**config.mk**
```make
export PLATFORM = sky130hd
export DESIGN_NAME = pipe_hazard_ctrl
export DESIGN_NICKNAME = d
export VERILOG_FILES = /design/src/rtl/rv32i_types.sv /design/src/rtl/hazard_fwd_detect.sv /design/src/rtl/pipe_hazard_ctrl.sv
export SDC_FILE = /design/constraint.sdc
export NUM_CORES = 1
export LEC_CHECK = 0
export CORE_UTILIZATION = 42
export CTS_CLUSTER_SIZE = 16
export DETAILED_ROUTE_END_ITERATION = 7
export PLACE_DENSITY = 0.77
export SLEW_MARGIN = 20
export SYNTH_ARGS = -nofsm -noshare
export SYNTH_HDL_FRONTEND = slang
export SYNTH_HIERARCHICAL = 1
export SYNTH_SLANG_ARGS = --single-unit
```
**constraint.sdc**
```tcl
create_clock -name clk -period 4.6 [get_ports clk]
set_input_delay 0.69 -clock clk [delete_from_list [all_inputs] [get_ports clk]]
set_output_delay 0.69 -clock clk [all_outputs]
set_load 0.05 [all_outputs]
```
**src/rtl/rv32i_types.sv**
```systemverilog
// ============================================================================
// Package     : rv32i_types
// Description : Shared types for the RV32I pipeline hazard control.
//               fwd_sel_t  - EX operand source select
//               hz_state_t - hazard controller FSM state
// Revision    : 1.0 - initial parametrised hazard control
// ============================================================================
`default_nettype none

package rv32i_types;

  // Operand source seen by the EX stage ALU
  typedef enum logic [1:0] {
    REGFILE = 2'd0,
    MEM_FWD = 2'd1,
    WB_FWD  = 2'd2
  } fwd_sel_t;

  // RUN : normal operation
  // HOLD: redirect taken while a wrong-path fetch was still outstanding
  typedef enum logic {
    RUN  = 1'b0,
    HOLD = 1'b1
  } hz_state_t;

endpackage

`default_nettype wire

```
**src/rtl/hazard_fwd_detect.sv**
```systemverilog
// ============================================================================
// Module      : hazard_fwd_detect
// Description : Combinational register-compare logic. Produces the load-use
//               (or general RAW when forwarding is off) hazard flag and the
//               EX-stage forwarding selects. Register index 0 never matches.
// Ports       : i_id_*   - ID source registers and their use flags
//               i_ex_*   - EX sources, destination, write and load flags
//               i_mem_*  - MEM destination and write flag
//               i_wb_*   - WB destination and write flag
//               o_lu_haz - hazard requiring an ID stall
//               o_fwd_sel1/2 - 0 regfile, 1 MEM alu_out, 2 WB_in
// Revision    : 1.0 - initial release
// ============================================================================
`default_nettype none

module hazard_fwd_detect
  import rv32i_types::*;
#(
  parameter int REG_AW = 5,
  parameter int FWD_EN = 1
) (
  input  logic [REG_AW-1:0] i_id_rs1,
  input  logic [REG_AW-1:0] i_id_rs2,
  input  logic              i_id_use_rs1,
  input  logic              i_id_use_rs2,
  input  logic [REG_AW-1:0] i_ex_rs1,
  input  logic [REG_AW-1:0] i_ex_rs2,
  input  logic [REG_AW-1:0] i_ex_rd,
  input  logic              i_ex_ld_reg,
  input  logic              i_ex_mem_read,
  input  logic [REG_AW-1:0] i_mem_rd,
  input  logic              i_mem_ld_reg,
  input  logic [REG_AW-1:0] i_wb_rd,
  input  logic              i_wb_ld_reg,
  output logic              o_lu_haz,
  output logic [1:0]        o_fwd_sel1,
  output logic [1:0]        o_fwd_sel2
);

  // A write to x0 is architecturally discarded, so it can never be a producer.
  function automatic logic f_hit(input logic [REG_AW-1:0] src,
                                 input logic [REG_AW-1:0] dst,
                                 input logic             wr);
    return wr && (src != '0) && (src == dst);
  endfunction

  function automatic logic [1:0] f_sel(input logic [REG_AW-1:0] src);
    if (f_hit(src, i_mem_rd, i_mem_ld_reg)) return MEM_FWD;   // youngest wins
    if (f_hit(src, i_wb_rd, i_wb_ld_reg))   return WB_FWD;
    return REGFILE;
  endfunction

  logic w_ex_hit;
  logic w_mem_hit;

  assign w_ex_hit  = (i_id_use_rs1 && f_hit(i_id_rs1, i_ex_rd, i_ex_ld_reg)) ||
                     (i_id_use_rs2 && f_hit(i_id_rs2, i_ex_rd, i_ex_ld_reg));
  assign w_mem_hit = (i_id_use_rs1 && f_hit(i_id_rs1, i_mem_rd, i_mem_ld_reg)) ||
                     (i_id_use_rs2 && f_hit(i_id_rs2, i_mem_rd, i_mem_ld_reg));

  // With forwarding only a load in EX cannot be bypassed in time. Without
  // forwarding any pending EX/MEM producer stalls; WB is covered by the
  // write-through regfile.
  assign o_lu_haz   = (FWD_EN != 0) ? (i_ex_mem_read && w_ex_hit)
                                    : (w_ex_hit || w_mem_hit);
  assign o_fwd_sel1 = (FWD_EN != 0) ? f_sel(i_ex_rs1) : 2'(REGFILE);
  assign o_fwd_sel2 = (FWD_EN != 0) ? f_sel(i_ex_rs2) : 2'(REGFILE);

endmodule

`default_nettype wire

```
**src/rtl/pipe_hazard_ctrl.sv**
```systemverilog
// ============================================================================
// Module      : pipe_hazard_ctrl
// Description : 5-stage RV32I pipe control. Generates PC and pipe register
//               enables, IF/ID flush and ID/EX bubble, EX forwarding selects,
//               handles load-use, EX redirects and redirects that collide
//               with an outstanding I-fetch, and keeps saturating counters.
// Ports       : clk, reset (async, active-high)
//               imem_req/resp, dmem_req/resp - cache handshakes
//               id_*, ex_*, mem_*, wb_*      - per-stage register info
//               pc_load/pc_sel/redirect_pc   - PC control
//               load_*, flush_if_id, bubble_id_ex - pipe register control
//               fwd_sel1/2                   - EX operand select
//               stall_cnt/flush_cnt/loaduse_cnt - performance counters
// Revision    : 1.0 - initial parametrised hazard control
// ============================================================================
`default_nettype none

module pipe_hazard_ctrl
  import rv32i_types::*;
#(
  parameter int XLEN   = 32,
  parameter int REG_AW = 5,
  parameter int FWD_EN = 1,
  parameter int CNT_W  = 32
) (
  input  logic              clk,
  input  logic              reset,
  input  logic              imem_req,
  input  logic              imem_resp,
  input  logic              dmem_req,
  input  logic              dmem_resp,
  input  logic [REG_AW-1:0] id_rs1,
  input  logic [REG_AW-1:0] id_rs2,
  input  logic              id_use_rs1,
  input  logic              id_use_rs2,
  input  logic [REG_AW-1:0] ex_rs1,
  input  logic [REG_AW-1:0] ex_rs2,
  input  logic [REG_AW-1:0] ex_rd,
  input  logic              ex_ld_reg,
  input  logic              ex_mem_read,
  input  logic              ex_redirect,
  input  logic [XLEN-1:0]   ex_target,
  input  logic [REG_AW-1:0] mem_rd,
  input  logic [REG_AW-1:0] wb_rd,
  input  logic              mem_ld_reg,
  input  logic              wb_ld_reg,
  output logic              pc_load,
  output logic              pc_sel,
  output logic [XLEN-1:0]   redirect_pc,
  output logic              load_if_id,
  output logic              load_id_ex,
  output logic              load_ex_mem,
  output logic              load_mem_wb,
  output logic              flush_if_id,
  output logic              bubble_id_ex,
  output logic [1:0]        fwd_sel1,
  output logic [1:0]        fwd_sel2,
  output logic [CNT_W-1:0]  stall_cnt,
  output logic [CNT_W-1:0]  flush_cnt,
  output logic [CNT_W-1:0]  loaduse_cnt
);

  localparam logic [CNT_W-1:0] c_cnt_one = {{(CNT_W-1){1'b0}}, 1'b1};

  hz_state_t        r_state;
  hz_state_t        w_next;
  logic [XLEN-1:0]  r_tgt_q;
  logic [CNT_W-1:0] r_stall_cnt;
  logic [CNT_W-1:0] r_flush_cnt;
  logic [CNT_W-1:0] r_loaduse_cnt;

  logic       w_mem_stall;
  logic       w_if_stall;
  logic       w_lu_haz;
  logic [1:0] w_fwd1;
  logic [1:0] w_fwd2;
  logic       w_latch_tgt;
  logic       w_redirect_acc;
  logic       w_loaduse;

  hazard_fwd_detect #(
    .REG_AW (REG_AW),
    .FWD_EN (FWD_EN)
  ) u_detect (
    .i_id_rs1      (id_rs1),
    .i_id_rs2      (id_rs2),
    .i_id_use_rs1  (id_use_rs1),
    .i_id_use_rs2  (id_use_rs2),
    .i_ex_rs1      (ex_rs1),
    .i_ex_rs2      (ex_rs2),
    .i_ex_rd       (ex_rd),
    .i_ex_ld_reg   (ex_ld_reg),
    .i_ex_mem_read (ex_mem_read),
    .i_mem_rd      (mem_rd),
    .i_mem_ld_reg  (mem_ld_reg),
    .i_wb_rd       (wb_rd),
    .i_wb_ld_reg   (wb_ld_reg),
    .o_lu_haz      (w_lu_haz),
    .o_fwd_sel1    (w_fwd1),
    .o_fwd_sel2    (w_fwd2)
  );

  assign w_mem_stall = dmem_req & ~dmem_resp;
  assign w_if_stall  = imem_req & ~imem_resp;

  // In HOLD the live ex_target belongs to a bubble, so the latched one is used.
  assign redirect_pc = (r_state == HOLD) ? r_tgt_q : ex_target;
  assign fwd_sel1    = reset ? 2'(REGFILE) : w_fwd1;
  assign fwd_sel2    = reset ? 2'(REGFILE) : w_fwd2;

  always_comb begin
    w_next         = r_state;
    w_latch_tgt    = 1'b0;
    w_redirect_acc = 1'b0;
    w_loaduse      = 1'b0;
    pc_load        = 1'b1;
    pc_sel         = 1'b0;
    load_if_id     = 1'b1;
    load_id_ex     = 1'b1;
    load_ex_mem    = 1'b1;
    load_mem_wb    = 1'b1;
    flush_if_id    = 1'b0;
    bubble_id_ex   = 1'b0;

    if (reset) begin
      pc_load      = 1'b0;
      load_if_id   = 1'b0;
      load_id_ex   = 1'b0;
      load_ex_mem  = 1'b0;
      load_mem_wb  = 1'b0;
      flush_if_id  = 1'b1;
      bubble_id_ex = 1'b1;
    end else if (w_mem_stall) begin
      // Whole pipe frozen, FSM included
      pc_load     = 1'b0;
      load_if_id  = 1'b0;
      load_id_ex  = 1'b0;
      load_ex_mem = 1'b0;
      load_mem_wb = 1'b0;
    end else if (r_state == HOLD) begin
      load_if_id   = 1'b0;
      load_id_ex   = 1'b0;
      flush_if_id  = 1'b1;
      bubble_id_ex = 1'b1;
      pc_load      = 1'b0;
      // The returning word is wrong-path: drop it and go to the saved target
      if (imem_resp) begin
        pc_load = 1'b1;
        pc_sel  = 1'b1;
        w_next  = RUN;
      end
    end else if (ex_redirect) begin
      load_if_id     = 1'b0;
      load_id_ex     = 1'b0;
      flush_if_id    = 1'b1;
      bubble_id_ex   = 1'b1;
      w_redirect_acc = 1'b1;
      if (w_if_stall) begin
        pc_load     = 1'b0;
        w_latch_tgt = 1'b1;
        w_next      = HOLD;
      end else begin
        pc_sel = 1'b1;
      end
    end else if (w_lu_haz || w_if_stall) begin
      pc_load      = 1'b0;
      load_if_id   = 1'b0;
      load_id_ex   = 1'b0;
      bubble_id_ex = 1'b1;
      w_loaduse    = w_lu_haz;
    end
  end

  always_ff @(posedge clk or posedge reset) begin
    if (reset) begin
      r_state       <= RUN;
      r_tgt_q       <= '0;
      r_stall_cnt   <= '0;
      r_flush_cnt   <= '0;
      r_loaduse_cnt <= '0;
    end else begin
      r_state <= w_next;
      if (w_latch_tgt) r_tgt_q <= ex_target;
      if (!pc_load && (r_stall_cnt != '1))
        r_stall_cnt <= r_stall_cnt + c_cnt_one;
      if (w_redirect_acc && (r_flush_cnt != '1))
        r_flush_cnt <= r_flush_cnt + c_cnt_one;
      if (w_loaduse && (r_loaduse_cnt != '1))
        r_loaduse_cnt <= r_loaduse_cnt + c_cnt_one;
    end
  end

  assign stall_cnt   = r_stall_cnt;
  assign flush_cnt   = r_flush_cnt;
  assign loaduse_cnt = r_loaduse_cnt;

endmodule

`default_nettype wire

```
==> results.json, run 1 <==
{
  "wl_um": 16900,
  "hp-start": "flush_cnt[26]",
  "cts_root_buf": "clkbuf_16",
  "netlist_instances": 603,
  "ys.flop_type": "dfrtp_1",
  "fin_crit_ns": 4.07,
  "die-area_um2": 16600,
  "io_pins": 220,
  "synthToLayoutAreaGrowth_pct": 44.9,
  "grt_overflow_total": 0,
  "fp.coreArea_um2": 15800,
  "num_vias": 5472,
  "grt_pass1_wl_um": 26600,
  "htreeDepth": 4,
  "port_buffers": 219,
  "clkTransAtPathRegs_ns": 0.05,
  "min_to": "flush_cnt[26]",
  "slew-limit-headroom_pct": 42.0,
  "r2r-start": "loaduse_cnt[20]",
  "synth.most_common_cell": "dfrtp_1",
  "setup_violations": 0,
  "seq_area_frac_synth_pct": 47.7,
  "n_fill_cell": 1292,
  "synth_edf_count": 0,
  "outcome": "completed",
  "pwr-share-comb_pct": 25.9,
  "yosys.cell_types.count": 49,
  "seqPwrFrac_pct": 36.6,
  "antenna_cells": 0,
  "synth_top_area_cell": "dfrtp_1",
  "ant_nets": 0,
  "first_iter_violations": 173,
  "ff2ff_setup_slack_ns": 2.32,
  "cts_buffers": 17,
  "swShare_pct": 31.3,
  "fp-row-count": 46,
  "final_area_um2": 9810,
  "drc": 0,
  "min_path_cells": 1,
  "die_w_um": 129,
  "skew_ns": 0.00813,
  "end_kind": "output pin",
  "final-max-slew-violation-count": 0,
  "viasPerCell": 5.18,
  "synth_top_cell_area_share_pct": 47.7,
  "ys_seq_elements": 129,
  "p_int_w": 0.00260,
  "grt_setup_unrepaired": "no",
  "cts_buffer_depth": 2,
  "clkLatencyLatePin_ns": 0.41,
  "critPathKind": "in2out",
  "r2r_cells": 4,
  "antenna_found_initial": 0,
  "grt_use_total_pct": 20.7,
  "timing.rr.end": "loaduse_cnt[1]",
  "grt_pass1_vias": 5247,
  "synthTopCellsByCount": "dfrtp_1 (129), xnor2_1 (69), mux2_2 (67)",
  "start_util_pct": 42.8,
  "clock_power_share_pct": 37.5,
  "cp_max_fo": 3,
  "cts_hold_buf": 0,
  "fin_nets": 912,
  "ir_worst_vdd_v": 0.000338,
  "cp-start-kind": "input port",
  "p_per_area_nw_per_um2": 386,
  "worst_hold_slack_ns": 0.487,
  "place_congestion": 0.793,
  "drt_pass1_iterations": 4,
  "avgSynthCellArea_um2": 11.2,
  "grt_max_degree": 68,
  "place_area_um2": 9190,
  "post_cts_resized": 0,
  "wire_per_inst_um": 16.0,
  "clock.fmax_mhz": 245,
  "required_ns": 3.91,
  "worstHoldPathType": "reg2reg",
  "p_sw_w": 0.00118,
  "syn-num-nets": 686,
  "drv_cap": 0,
  "drive_gt1_share_pct": 15.5,
  "p_leak_nw": 4.10,
  "tightestPinTransition_ns": 0.870,
  "synth_area_leaders": "dfrtp_1 (48%), mux2_2 (11%), xnor2_1 (8.9%)",
  "post-cts-setup-buffer-count": 0,
  "cts_tree": "yes",
  "ys_warn_count": 6,
  "fin_crit_sh_pct": 88.6,
  "clock-sinks": 129,
  "synthArstFlopShare_pct": 100,
  "hpwl_um": 12300,
  "die_y_um": 129,
  "worst-endpoint-arrival_ns": 3.38,
  "final_hold_viol_count": 0,
  "synthesis.area_um2": 6770
}
power groups by stage:
stage | Clock, W | Sequential, W | Combinational (W)
6_report | 0.00142 | 0.00139 | 0.000980
3_3_place_gp | 0 | 0.00140 | 0.000976
4_1_cts | 0.00144 | 0.00138 | 0.000989
3_5_place_dp | 0 | 0.00140 | 0.000985
2_1_floorplan | 0 | 0.00159 | 0.000462
5_1_grt | 0.00150 | 0.00141 | 0.00103
registers in the layout, indices dropped and copies added, names as in the netlist:
register     count
r_tgt_q         32
stall_cnt       32
r_state          1
loaduse_cnt     32
flush_cnt       32
final cells by class:
| type | instances | area, um2 | area share [%] |
|---|---|---|---|
| Timing Repair Buffer | 225 | 2230 | 22.7 |
| Tap cell | 216 | 270 | 2.76 |
| Sequential cell | 129 | 3230 | 32.9 |
| Multi-Input combinational cell | 446 | 3420 | 34.9 |
| Clock buffer | 22 | 464 | 4.73 |
| Inverter | 10 | 41.3 | 0.421 |
| Clock inverter | 9 | 156 | 1.59 |
logic make-up after synthesis:
| family | share of synthesized area [%] |
|---|---|
| mux | 11.1 |
| flops | 47.7 |
| fa+ha+maj | 0.554 |
| xor+xnor | 15.4 |
| compound gates | 1.74 |
| simple gates | 21.6 |
| buf+inv | 1.89 |
critical path, stage by stage:
cell and delay, ns:
clkdlybuf4s50_1 0.54, xnor2_1 0.13, nand4_1 0.10, or4_1 0.42, o22ai_1 0.41, nor2_1 0.14
and3_1 0.23, clkdlybuf4s50_1 0.72
layer usage:
| metal | GRT usage, % | vias to the layer above | wire length [um] |
|---|---|---|---|
| met3 | 4.91 | 33 | 961 |
| met1 | 25.5 | 2651 | 7290 |
| met4 | 9.27 | 0 | 435 |
| met2 | 34.7 | 168 | 8240 |
| met5 | 0 | - | 0 |
| li1 | - | 2620 | - |
cell usage in the layout, fill, tap and decap left out, drive strengths merged, types with 15 or more instances in the layout:
cell	netlist	final
clkbuf	5	22
xnor2	69	69
nor4	15	15
nor2	26	26
and3	16	16
dfrtp	129	129
nand4	37	37
mux2	67	67
xor2	50	50
and4	18	18
nor3	26	26
nand3	37	37
clkdlybuf4s50	0	216
nand2	41	41
stage by stage:
step / utilization, % / std cells / worst slack [ns] / TNS [ns] / total power [W]
6_report: 62.0 / 1057 / 0.526 / 0 / 0.00378
5_1_grt: 62.0 / 1057 / 0.424 / 0 / 0.00393
4_1_cts: 62.0 / 1057 / 0.512 / 0 / 0.00382
3_5_place_dp: 58.0 / 1026 / 0.532 / 0 / 0.00239
3_3_place_gp: 58.0 / 1026 / 0.523 / 0 / 0.00237
2_1_floorplan: - / 603 / -0.512 / -0.549 / 0.00205
how the worst max path moves through the flow:
stage                        start            to  cells after the start  slack [ns]
after floorplan              reset  bubble_id_ex                      4       -0.51
after global placement    ex_rd[2]    load_if_id                      8        0.52
after detailed placement  ex_rd[2]    load_if_id                      8        0.53
after CTS                 ex_rd[2]    load_if_id                      8        0.51
after global routing      ex_rd[2]    load_if_id                      8        0.42
final                     ex_rd[2]    load_if_id                      8        0.53
(Power assumes the default switching activity.)
==> run 2: changes to the inputs <==
--- a/config.mk
+++ b/config.mk
@@ -5,10 +5,10 @@
 export SDC_FILE = /design/constraint.sdc
 export NUM_CORES = 1
 export LEC_CHECK = 0
-export CORE_UTILIZATION = 42
+export CORE_UTILIZATION = 50
 export CTS_CLUSTER_SIZE = 16
 export DETAILED_ROUTE_END_ITERATION = 7
-export PLACE_DENSITY = 0.77
+export PLACE_DENSITY = 0.86
 export SLEW_MARGIN = 20
 export SYNTH_ARGS = -nofsm -noshare
 export SYNTH_HDL_FRONTEND = slang
==> constraint.sdc (replaced) <==
create_clock -name clk -period 5.1 [get_ports clk]
set_input_delay 0.765 -clock clk [delete_from_list [all_inputs] [get_ports clk]]
set_output_delay 0.765 -clock clk [all_outputs]
set_load 0.05 [all_outputs]
==> results.json, run 2 (synthesis gave the netlist of run 1 again) <==
{
  "outcome": "completed",
  "layout_common_cells": "clkdlybuf4s50_1 (219), dfrtp_1 (129), xnor2_1 (69), mux2_2 (67), xor2_1 (50)",
  "cts_buffers": 17,
  "worst_hold_slack_ns": 0.482,
  "ir_worst_vdd_v": 0.000430,
  "grt_pass1_wl_um": 29000,
  "grt_use_total_pct": 26.3,
  "antenna_cells": 0,
  "antenna_found_initial": 0,
  "die_w_um": 118,
  "clock-sinks": 129,
  "final_common_cell": "clkdlybuf4s50_1",
  "setup_slack_ns": 0.553,
  "skew_ns": 0.0105,
  "grt_pass1_vias": 5748,
  "cts_root_buf": "clkbuf_16",
  "final-max-slew-violation-count": 0,
  "start_util_pct": 51.1,
  "grt_max_degree": 77,
  "required_ns": 4.34,
  "clkTransAtPathRegs_ns": 0.06,
  "clkLatencyLatePin_ns": 0.42,
  "drc": 0,
  "critPathKind": "in2out",
  "post-cts-setup-buffer-count": 0,
  "grt_setup_unrepaired": "no",
  "cts_buffer_depth": 2,
  "end_kind": "output pin",
  "fp-row-count": 42,
  "synthToLayoutAreaGrowth_pct": 43.4,
  "drt_pass1_iterations": 4,
  "die-area_um2": 14000,
  "slew-limit-headroom_pct": 36.6,
  "fin_nets": 912,
  "first_iter_violations": 196,
  "final_area_um2": 9710,
  "fin_crit_ns": 4.55,
  "cp-start-kind": "input port",
  "p_leak_nw": 4.07,
  "cp_max_fo": 6,
  "setup_violations": 0,
  "fp.coreArea_um2": 13200,
  "busiest_layer": "met2",
  "hpwl_um": 13000,
  "drive_gt1_share_pct": 14.9,
  "ant_nets": 0,
  "p_per_area_nw_per_um2": 340,
  "drv_cap": 0,
  "cts_hold_buf": 0,
  "io_pins": 220,
  "worst-endpoint-arrival_ns": 3.78,
  "post_cts_resized": 0,
  "grt_overflow_total": 0,
  "num_vias": 5669,
  "port_buffers": 219,
  "final_hold_viol_count": 0,
  "place_congestion": 0.980,
  "clock.fmax_mhz": 220,
  "grt_use_met2_pct": 46.4,
  "grt_use_met1_pct": 29.5,
  "wl_um": 17900,
  "worstHoldPathType": "reg2reg",
  "place_area_um2": 9150,
  "fin_crit_sh_pct": 89.1,
  "die_y_um": 118,
  "pre_cts_slack_ns": 0.670,
  "globalRouteMet3Util_pct": 6.90,
  "htreeDepth": 4,
  "cts_tree": "yes",
  "viasPerCell": 5.59,
  "wire_per_inst_um": 17.6,
  "tightestPinTransition_ns": 0.951
}
==> run 2: cell count changes in the layout (fill, tap and decap cells not counted) <==
cell,change
buf_4,-3
bufinv_16,-2
clkbuf_8,+1
clkdlybuf4s50_1,+3
clkinv_2,+1
clkinv_4,-3
clkinvlp_4,+1
==> run 2: report_power, final <==
part	leakage, nW	internal (W)	switching [W]	total [W]
logic	2.10	0.000364	0.000529	0.000893
clock network	0.275	0.000746	0.000410	0.00116
registers	1.69	0.00114	0.000109	0.00125
total	4.07	0.00225	0.00105	0.00330
==> run 2: final cells by class <==
class,instances,area [um2]
clock inverter,6,82.6
inverter,10,41.3
clock buffer,23,478
multi-input combinational,446,3420
fill,941,3540
tap,176,220
sequential,129,3230
timing repair buffer,225,2240
==> run 2: metrics by stage <==
step	util (%)	total power, W	cells	setup TNS (ns)
after CTS	73.3	0.00333	1015	0
after detailed placement	69.1	0.00216	986	0
after floorplan	-	0.00185	603	-0.162
final	73.3	0.00330	1015	0
after global routing	73.3	0.00342	1015	0
after global placement	69.1	0.00213	986	0
==> run 2: final timing paths <==
kind / start / end / slack (ns) / cells after the start
max: ex_rd[0] / pc_load / 0.55 / 7
min: loaduse_cnt[14] / loaduse_cnt[14] / 0.48 / 1
max reg2reg: r_state / loaduse_cnt[31] / 2.83 / 5
min reg2reg: loaduse_cnt[14] / loaduse_cnt[14] / 0.48 / 1
max in group asynchronous: reset / flush_cnt[26] / 2.43 / 4
min in group asynchronous: reset / flush_cnt[12] / 1.41 / 3
==> run 2: per-layer routing <==
metal	share of wire [%]	wire length, um
met1	39	6940
met2	52	9350
met3	6.0	1080
met4	2.9	515
met5	0	0
==> run 2: critical path: stages <==
cell	delay, ns
clkdlybuf4s50_1	0.48
nor4_1	0.42
nor3_1	0.13
o2111ai_1	0.26
o22ai_1	0.21
a2111oi_4	0.60
clkdlybuf4s50_1	0.93
==> run 3: changes to the inputs <==
--- a/config.mk
+++ b/config.mk
@@ -8,7 +8,9 @@
 export CORE_UTILIZATION = 50
 export CTS_CLUSTER_SIZE = 16
 export DETAILED_ROUTE_END_ITERATION = 7
+export GPL_ROUTABILITY_DRIVEN = 0
 export PLACE_DENSITY = 0.86
+export SKIP_CTS_REPAIR_TIMING = 1
 export SLEW_MARGIN = 20
 export SYNTH_ARGS = -nofsm -noshare
 export SYNTH_HDL_FRONTEND = slang
==> results of run 3 <==
Final layout, timing and power as in run 2 (identical DEF).
